`src/rtl/npu_mem_pkg.sv`:
```
// Shared types and constants for the NPU memory arbiter slice.
package npu_mem_pkg;

    typedef enum logic {
        ARB   = 1'b0,
        CLEAR = 1'b1
    } arb_state_e;

    localparam logic REQ_HOST = 1'b0;
    localparam logic REQ_NPU  = 1'b1;

    localparam logic [2:0] MEM_ADDR_DEF = 3'b010;

endpackage

```
`src/rtl/npu_mem_clr_seq.sv`:
```
// Zero-fill sweep counter: walks 0..DEPTH-1 one word per enabled cycle and flags the last word.
module npu_mem_clr_seq #(
    parameter int DEPTH    = 512,
    parameter int REGSEL_W = 9
) (
    input  logic                clk,
    input  logic                rst,
    input  logic                i_en,
    output logic [REGSEL_W-1:0] o_adr,
    output logic                o_done
);

    logic [REGSEL_W-1:0] r_cnt;

    assign o_adr  = r_cnt;
    assign o_done = i_en && (r_cnt == REGSEL_W'(DEPTH - 1));

    // Wraps back to zero after the last word so the next sweep starts clean.
    always_ff @(posedge clk) begin
        if (rst) begin
            r_cnt <= '0;
        end else if (i_en) begin
            r_cnt <= o_done ? '0 : r_cnt + 1'b1;
        end
    end

endmodule

```
`src/rtl/npu_mem_arbiter.sv`:
```
// Two-requester arbiter for the NPU RAM: NPU priority, host anti-starvation, burst lock and zero-fill sweep.
module npu_mem_arbiter #(
    parameter int         DEPTH         = 512,
    parameter int         WIDTH         = 8,
    parameter int         MEMSEL_W      = 6,
    parameter int         REGSEL_W      = 9,
    parameter logic [2:0] MEM_ADDR      = npu_mem_pkg::MEM_ADDR_DEF,
    parameter int         HOST_MAX_WAIT = 4
) (
    input  logic                clk,
    input  logic                rst,
    input  logic                h_req,
    input  logic                h_we,
    input  logic [REGSEL_W-1:0] h_addr,
    input  logic [WIDTH-1:0]    h_wdata,
    output logic                h_gnt,
    output logic                h_rvalid,
    output logic [WIDTH-1:0]    h_rdata,
    input  logic                n_req,
    input  logic                n_we,
    input  logic [REGSEL_W-1:0] n_addr,
    input  logic [WIDTH-1:0]    n_wdata,
    input  logic                n_lock,
    output logic                n_gnt,
    output logic                n_rvalid,
    output logic [WIDTH-1:0]    n_rdata,
    input  logic                clr_start,
    output logic                clr_busy,
    output logic [MEMSEL_W-1:0] ram_mem_adr,
    output logic [REGSEL_W-1:0] ram_reg_adr,
    output logic [WIDTH-1:0]    ram_din,
    output logic                ram_we,
    input  logic [WIDTH-1:0]    ram_dout
);
    import npu_mem_pkg::*;

    localparam int WAIT_W = $clog2(HOST_MAX_WAIT + 1);

    arb_state_e          r_state;
    arb_state_e          w_next_state;
    logic [WAIT_W-1:0]   r_wait_cnt;
    logic [REGSEL_W-1:0] r_last_adr;
    logic                r_rd_pend;
    logic                r_rd_id;
    logic [WIDTH-1:0]    r_h_rdata;
    logic [WIDTH-1:0]    r_n_rdata;
    logic                w_arb;
    logic                w_starved;
    logic                w_h_sel;
    logic                w_n_sel;
    logic [REGSEL_W-1:0] w_clr_adr;
    logic                w_clr_done;

    npu_mem_clr_seq #(
        .DEPTH    (DEPTH),
        .REGSEL_W (REGSEL_W)
    ) u_clr_seq (
        .clk    (clk),
        .rst    (rst),
        .i_en   (r_state == CLEAR),
        .o_adr  (w_clr_adr),
        .o_done (w_clr_done)
    );

    // Grants are suppressed while reset is asserted so nothing reaches the RAM during reset.
    assign w_arb     = (r_state == ARB) && !rst;
    assign w_starved = h_req && (r_wait_cnt == WAIT_W'(HOST_MAX_WAIT));

    always_comb begin
        w_h_sel = 1'b0;
        w_n_sel = 1'b0;
        if (w_arb) begin
            if (w_starved) begin
                w_h_sel = 1'b1;
            end else if (n_req) begin
                w_n_sel = 1'b1;
            end else if (h_req && !n_lock) begin
                w_h_sel = 1'b1;
            end
        end
    end

    always_comb begin
        w_next_state = r_state;
        unique case (r_state)
            ARB:     if (clr_start)  w_next_state = CLEAR;
            CLEAR:   if (w_clr_done) w_next_state = ARB;
            default: w_next_state = ARB;
        endcase
    end

    // Idle cycles re-present the previous address so the macro sees no spurious activity.
    always_comb begin
        ram_we      = 1'b0;
        ram_din     = '0;
        ram_reg_adr = r_last_adr;
        if ((r_state == CLEAR) && !rst) begin
            ram_we      = 1'b1;
            ram_reg_adr = w_clr_adr;
        end else if (w_h_sel) begin
            ram_we      = h_we;
            ram_din     = h_wdata;
            ram_reg_adr = h_addr;
        end else if (w_n_sel) begin
            ram_we      = n_we;
            ram_din     = n_wdata;
            ram_reg_adr = n_addr;
        end
    end

    always_ff @(posedge clk) begin
        if (rst) begin
            r_state    <= ARB;
            r_wait_cnt <= '0;
            r_last_adr <= '0;
            r_rd_pend  <= 1'b0;
            r_rd_id    <= REQ_HOST;
            r_h_rdata  <= '0;
            r_n_rdata  <= '0;
        end else begin
            r_state    <= w_next_state;
            r_last_adr <= ram_reg_adr;
            r_rd_pend  <= (w_h_sel && !h_we) || (w_n_sel && !n_we);
            r_rd_id    <= w_n_sel ? REQ_NPU : REQ_HOST;
            if (h_rvalid) r_h_rdata <= ram_dout;
            if (n_rvalid) r_n_rdata <= ram_dout;
            if (r_state == ARB) begin
                if (!h_req || w_h_sel) begin
                    r_wait_cnt <= '0;
                end else if (r_wait_cnt != WAIT_W'(HOST_MAX_WAIT)) begin
                    r_wait_cnt <= r_wait_cnt + 1'b1;
                end
            end
        end
    end

    assign h_gnt       = w_h_sel;
    assign n_gnt       = w_n_sel;
    assign h_rvalid    = r_rd_pend && (r_rd_id == REQ_HOST);
    assign n_rvalid    = r_rd_pend && (r_rd_id == REQ_NPU);
    assign h_rdata     = h_rvalid ? ram_dout : r_h_rdata;
    assign n_rdata     = n_rvalid ? ram_dout : r_n_rdata;
    assign clr_busy    = (r_state == CLEAR);
    assign ram_mem_adr = MEMSEL_W'(MEM_ADDR);

endmodule
```
`config.mk`:
```
export PLATFORM = sky130hd
export DESIGN_NAME = npu_mem_arbiter
export DESIGN_NICKNAME = d
export VERILOG_FILES = /design/src/rtl/npu_mem_pkg.sv /design/src/rtl/npu_mem_clr_seq.sv /design/src/rtl/npu_mem_arbiter.sv
export SDC_FILE = /design/constraint.sdc
export NUM_CORES = 1
export LEC_CHECK = 0
export CAP_MARGIN = 5
export CORE_MARGIN = 3
export CORE_UTILIZATION = 30
export DETAILED_ROUTE_END_ITERATION = 10
export DONT_BUFFER_PORTS = 1
export GPL_ROUTABILITY_DRIVEN = 1
export GPL_TIMING_DRIVEN = 0
export PLACE_DENSITY_LB_ADDON = 0.12
export SKIP_CTS_REPAIR_TIMING = 1
export SYNTH_ARGS = -nofsm -noshare
export SYNTH_HDL_FRONTEND = slang
export SYNTH_SLANG_ARGS = --single-unit
export TNS_END_PERCENT = 1
```
`constraint.sdc`:
```
create_clock -name clk -period 4.7 [get_ports clk]
set_input_delay 0.705 -clock clk [delete_from_list [all_inputs] [get_ports clk]]
set_output_delay 0.705 -clock clk [all_outputs]
set_load 0.02 [all_outputs]
```
==> run_results.csv, run 1 <==
group,metric,value,unit
run_status,status,"complete, no violations",
hold_path,worstHoldPathType,"primary input to flip-flop",
global_route,grt_remaining_overflow,0,
sta,finClkSkew,0.00218,ns
global_route,grt_pass1_vias,1698,
clocking,ctsRootBufferMaster,"clkbuf_8",
global_route,grt_max_degree,15,
placed_design,dp_hpwl,4.38,mm
worst_setup_path,r2r_cells,8,
placed_design,port_buffers,0,
sta,period_needed,3.11,ns
synth,ys_top_cells_by_count,"dfxtp_1, nor2_1, and2_1, nand2_1, a21oi_1",
sta,rsz0062_at_grt,"false",
clocking,cts.reportedPaths.clkPinSlew,0.08,ns
layout,antenna_cells,0,
synth,synth.ff_latch_count,40,
floorplanning,die_height,91.9,um
sta,setup_tns,0,ns
synth,ys_seq_area_frac,0.362,
sta,hold_violations,0,
clocking,clkSinkCount,40,
route,firstDrtPassIters,4,
route,final_antenna_net_count,0,
worst_setup_path,r2r-end,"u_clr_seq.o_adr[3]$_SDFFE_PP0P_",
layout,fill_cells,771,
clocking,clk-insertion-delay-late,0.29,ns
synth,synth_area_leader_cell,"dfxtp_1",
worst_setup_path,crit_fanout,10,
hold_path,hold_path_depth,1,
synth,synthCells,245,
synth,avgSynthCellArea,9.03,um^2
route,viasPerCell,5.07,
synth,syn-cell-area,0.00221,mm^2
sta,slew_violations,0,
floorplanning,initial_core_util,0.317,
sta,tightest_slew,0.819,ns
floorplanning,core_area,0.00698,mm^2
layout,final_nets,310,
floorplanning,dieArea,0.00844,mm^2
synth,synth_top_family_by_area,"simple AND/OR/NAND/NOR gates",
global_route,gr-usage-all-layers,0.138,
synth,synth_area_leaders,"dfxtp_1, a211oi_2, and2_1",
layout,stdcell_area,0.00246,mm^2
route,routedWlPerCell,16.7,um
synth,async_reset_ff_frac,0,
synth,synth.top_cell.area_share,0.362,
power_and_ir_drop,irDropWorstVdd,118,uV
clocking,clockBufferDepth,2,
placed_design,gp_congestion,0.736,
floorplanning,die_w,91.9,um
clocking,numCtsBuffers,5,
layout,area_delta_synth_final,11.3,%
sta,setup_slack,1.59,ns
power_and_ir_drop,power.leakage,1.01,nW
placed_design,place_area,0.00235,mm^2
worst_setup_path,crit_arrival,2.40,ns
sta,finalCritPeriodShare,0.661,
synth,yosysWarningCount,0,
global_route,grt_pass1_wl,9.14,mm
sta,fmaxAchievable,0.322,GHz
synth,yosys.area_share.simple,0.230,
worst_setup_path,cp-end-kind,"primary output",
synth,synth_xor_area_frac,0.0158,
power_and_ir_drop,p_per_area,308,mW/mm^2
synth,synthMuxAreaShare,0.0859,
hold_path,min_to,"r_rd_pend$_SDFF_PP0_",
synth,synth_fa_ha_area_frac,0.0226,
synth,synth_edf_count,0,
worst_setup_path,timing.rr.start,"u_clr_seq.o_adr[0]$_SDFFE_PP0P_",
worst_setup_path,crit_path_start_kind,"flip-flop",
layout,fin_util,0.353,
layout,drive_gt1_frac,0.195,
synth,synth.distinct_cells,46,
floorplanning,rows,30,
hold_path,worstHoldStart,"n_we",
sta,relSlewSlack,0.449,
synth,synth_most_common_cell,"dfxtp_1",
synth,synth-compound-area-share,0.206,
worst_setup_path,crit_type,"flip-flop to primary output",
route,dr_total_vias,1791,
global_route,antenna_found_initial,0,
sta,hold_slack,0.493,ns
sta,report.final.setup_viol,0,
route,drc,0,
route,initialDrtViolationCount,61,
route,totalWireLength,5.90,mm
placed_design,dp_slack,1.73,ns
synth,synthFlopType,"dfxtp_1",
floorplanning,io_pins,95,
clocking,cts_tree,"yes",
clocking,cts.htree.levels,2,
run,drv_cap,0,
worst_setup_path,cp.required,3.99,ns
worst_setup_path,rrSetupSlack,2.89,ns
[through the flow]
step / power, mW / std cells
2_1_floorplan: 0.455 / 249
3_3_place_gp: 0.474 / 345
3_5_place_dp: 0.474 / 345
4_1_cts: 0.774 / 353
5_1_grt: 0.796 / 353
6_report: 0.758 / 353
[critical path, stage by stage, from the launching register on]
cell and delay, ns:
dfxtp_1 0.32, inv_1 0.08, ha_1 0.17, nand3_1 0.35, nand2_2 0.21, buf_6 0.19, a211oi_2 0.09, o31ai_1 0.70
[power breakdown]
group          internal, mW  switching [mW]
Clock                 0.160           0.133
Combinational        0.0375          0.0713
Sequential            0.349         0.00749
Total                 0.546           0.212
[kinds of logic after synthesis]
kind of cell	after synthesis
simple gates	93
compound gates	58
flops	40
buf+inv	27
mux	17
fa+ha+maj	4
xor+xnor	4
other cells	2
[state kept, by name (all words and copies together) (netlist names)]
name,count
r_rd_pend,1
r_h_rdata,8
r_last_adr,9
r_rd_id,1
clr_busy,1
u_clr_seq.o_adr,9
r_wait_cnt,3
r_n_rdata,8
[worst max-delay path by stage]
stage / from / end / slack [ns]
6_report: r_wait_cnt[0]$_SDFFE_PP0P_ / ram_reg_adr[1] / 1.59
5_1_grt: r_wait_cnt[0]$_SDFFE_PP0P_ / ram_reg_adr[1] / 1.32
4_1_cts: r_wait_cnt[0]$_SDFFE_PP0P_ / ram_reg_adr[1] / 1.53
3_5_place_dp: h_req / ram_reg_adr[1] / 1.73
3_3_place_gp: h_req / ram_reg_adr[1] / 1.74
2_1_floorplan: n_req / ram_reg_adr[0] / 2.17
[cell usage in the layout, fill, tap and decap left out, drive strengths merged, types with 2 or more instances in the layout]
master  netlist  routed
nand4         2       2
buf          18      18
mux2         16      16
xnor2         2       2
and2         16      16
o21ai         3       3
nor4bb        2       2
a21oi        14      14
clkbuf        1       6
and3         10      10
nor2b         2       2
nand3        12      12
nor3          2       2
a22o          8       8
o31ai         9       9
nor2         21      21
conb          2       6
nand2b        3       3
a211oi        9       9
inv           8       9
o211ai        9       9
xor2          2       2
dfxtp        40      40
ha            4       4
nand3b        2       2
nand2        17      17
[metal layers]
metal  track usage  vias to the layer above  part of all wire
li1              -                      887                 -
met1         0.168                      827              0.42
met2         0.234                       71              0.48
met3        0.0459                        6             0.086
met4        0.0334                        0            0.0080
met5             0                        -                 0
[layout make-up]
cell class                      instances  area (um^2)  area share
Tap cell                               96          120      0.0488
Clock inverter                          3         46.3      0.0188
Inverter                                8         32.5      0.0132
Buffer                                 19          133      0.0538
Multi-Input combinational cell        182         1260       0.512
Sequential cell                        40          801       0.325
Clock buffer                            5         68.8      0.0279
(Power assumes the default switching activity.)
==> run 2, diff against run 1 <==
==> constraint.sdc (replaced) <==
create_clock -name clk -period 2.9 [get_ports clk]
set_input_delay 0.435 -clock clk [delete_from_list [all_inputs] [get_ports clk]]
set_output_delay 0.435 -clock clk [all_outputs]
set_load 0.02 [all_outputs]
==> run 2 against run 1 <==
Clock power up 62%. Via count is 2.2% higher. First-iteration DRC count decreased by 11%. Core utilization grew 0.57 points. Non-clock buffer count unchanged. Flip-flop and latch count did not move. Count of clock-buffer cells in the layout is the same. Clock skew increased by 0.00053 ns. Combinational power is 68% higher. Critical path depth did not move. Sequential power up 62%. Hold slack got worse by 0.27 ns.
==> run_results.csv, run 2 (synthesis results as in run 1) <==
group,metric,value,unit
sta,period_needed,2.66,ns
clocking,ctsRootBufferMaster,"clkbuf_8",
route,dr_total_vias,1830,
worst_setup_path,crit_path_start_kind,"flip-flop",
worst_setup_path,cp.required,2.47,ns
global_route,grt_max_degree,15,
floorplanning,rows,30,
layout,drive_gt1_frac,0.226,
floorplanning,die_height,91.9,um
global_route,grt_pass1_vias,1698,
clocking,cts.htree.levels,2,
run_status,status,"complete, no violations",
clocking,cts_tree,"yes",
layout,antenna_cells,0,
hold_path,worstHoldPathType,"primary input to flip-flop",
floorplanning,dieArea,0.00844,mm^2
route,totalWireLength,5.98,mm
layout,area_delta_synth_final,13.1,%
sta,setup_slack,0.242,ns
placed_design,dp_hpwl,4.38,mm
worst_setup_path,crit_type,"flip-flop to primary output",
placed_design,port_buffers,0,
sta,relSlewSlack,0.610,
sta,finalCritPeriodShare,0.917,
sta,rsz0062_at_grt,"false",
route,routedWlPerCell,16.9,um
global_route,gr-usage-all-layers,0.138,
placed_design,place_area,0.00235,mm^2
layout,layout_common_cells,"dfxtp_1, nor2_1, nand2_1, and2_1, a21oi_1",
global_route,grt_pass1_wl,9.14,mm
floorplanning,initial_core_util,0.317,
route,drc,0,
route,viasPerCell,5.18,
sta,slew_violations,0,
power_and_ir_drop,p_sw,347,uW
placed_design,dp_cells,345,
global_route,antenna_found_initial,0,
worst_setup_path,cp-end-kind,"primary output",
route,final_antenna_net_count,0,
floorplanning,io_pins,95,
power_and_ir_drop,p_per_area,494,mW/mm^2
layout,stdcell_area,0.00250,mm^2
layout,instances_no_fill,353,
power_and_ir_drop,power.leakage,1.03,nW
clocking,numCtsBuffers,5,
sta,finClkSkew,0.00271,ns
layout,final_nets,310,
sta,tightest_slew,0.581,ns
power_and_ir_drop,p_int,889,uW
sta,fmaxAchievable,0.376,GHz
worst_setup_path,crit_fanout,10,
placed_design,dp_slack,0.341,ns
floorplanning,core_area,0.00698,mm^2
sta,hold_slack,0.224,ns
worst_setup_path,crit_arrival,2.22,ns
power_and_ir_drop,irDropWorstVdd,191,uV
power_and_ir_drop,seqPwrFrac,0.467,
clocking,clk-insertion-delay-late,0.29,ns
global_route,grt_remaining_overflow,0,
power_and_ir_drop,pwr-share-comb,0.148,
route,firstDrtPassIters,4,
floorplanning,die_w,91.9,um
clocking,clkSinkCount,40,
layout,final_common_cell,"dfxtp_1",
sta,hold_violations,0,
run,drv_cap,0,
clocking,clockBufferDepth,2,
clocking,cts.reportedPaths.clkPinSlew,0.08,ns
placed_design,gp_congestion,0.736,
route,initialDrtViolationCount,54,
power_and_ir_drop,pwr-share-clk,0.385,
sta,report.final.setup_viol,0,
power_and_ir_drop,p_sw_frac,0.281,
## run 2: cell counts in the layout (fill, tap and decap cells not counted)
Identical to the previous run, type by type.
## run 2: cell type report
cell class,count,area (um^2)
plain buffers,19,133
clock buffers,5,68.8
clock inverters,3,46.3
inverters,8,32.5
fillers,779,4480
flip-flops and latches,40,801
multi-input cells,182,1300
well taps,96,120
## run 2: critical path: stages (launching register included)
cell	delay [ns]
dfxtp_1	0.32
inv_1	0.08
ha_1	0.17
nand3_1	0.34
nand2_2	0.20
buf_6	0.19
a211oi_2	0.09
o31ai_2	0.53
## run 2: stage by stage
| stage | TNS (ns) | util | power [mW] |
|---|---|---|---|
| 3_3_place_gp | 0 | 0.336 | 0.768 |
| 6_report | 0 | 0.359 | 1.24 |
| 2_1_floorplan | 0 | - | 0.738 |
| 4_1_cts | -0.00302 | 0.353 | 1.25 |
| 3_5_place_dp | 0 | 0.336 | 0.769 |
| 5_1_grt | 0 | 0.359 | 1.30 |
## run 2: metal layers
metal | global-route usage | vias to the layer above | wire length, um
met5 | 0 | - | 0
met4 | 0.0334 | 0 | 76
met3 | 0.0459 | 8 | 488
met2 | 0.234 | 67 | 2880
met1 | 0.168 | 868 | 2530
li1 | - | 887 | -
## run 2: power groups by stage
stage	registers, mW	logic [mW]	clock network (mW)
finish	0.577	0.183	0.476
global route	0.580	0.199	0.518
CTS	0.577	0.179	0.498
detailed placement	0.590	0.179	0
global placement	0.590	0.178	0
floorplan	0.588	0.150	0
## run 2: final timing paths
path         cells past startpoint  slack [ns]                             from                         endpoint
max reg2reg                      8        1.09  u_clr_seq.o_adr[0]$_SDFFE_PP0P_  u_clr_seq.o_adr[3]$_SDFFE_PP0P_
min reg2reg                      2        0.50  u_clr_seq.o_adr[8]$_SDFFE_PP0P_  u_clr_seq.o_adr[8]$_SDFFE_PP0P_
max                              7        0.24       r_wait_cnt[0]$_SDFFE_PP0P_                   ram_reg_adr[1]
min                              1        0.22                             n_we             r_rd_pend$_SDFF_PP0_
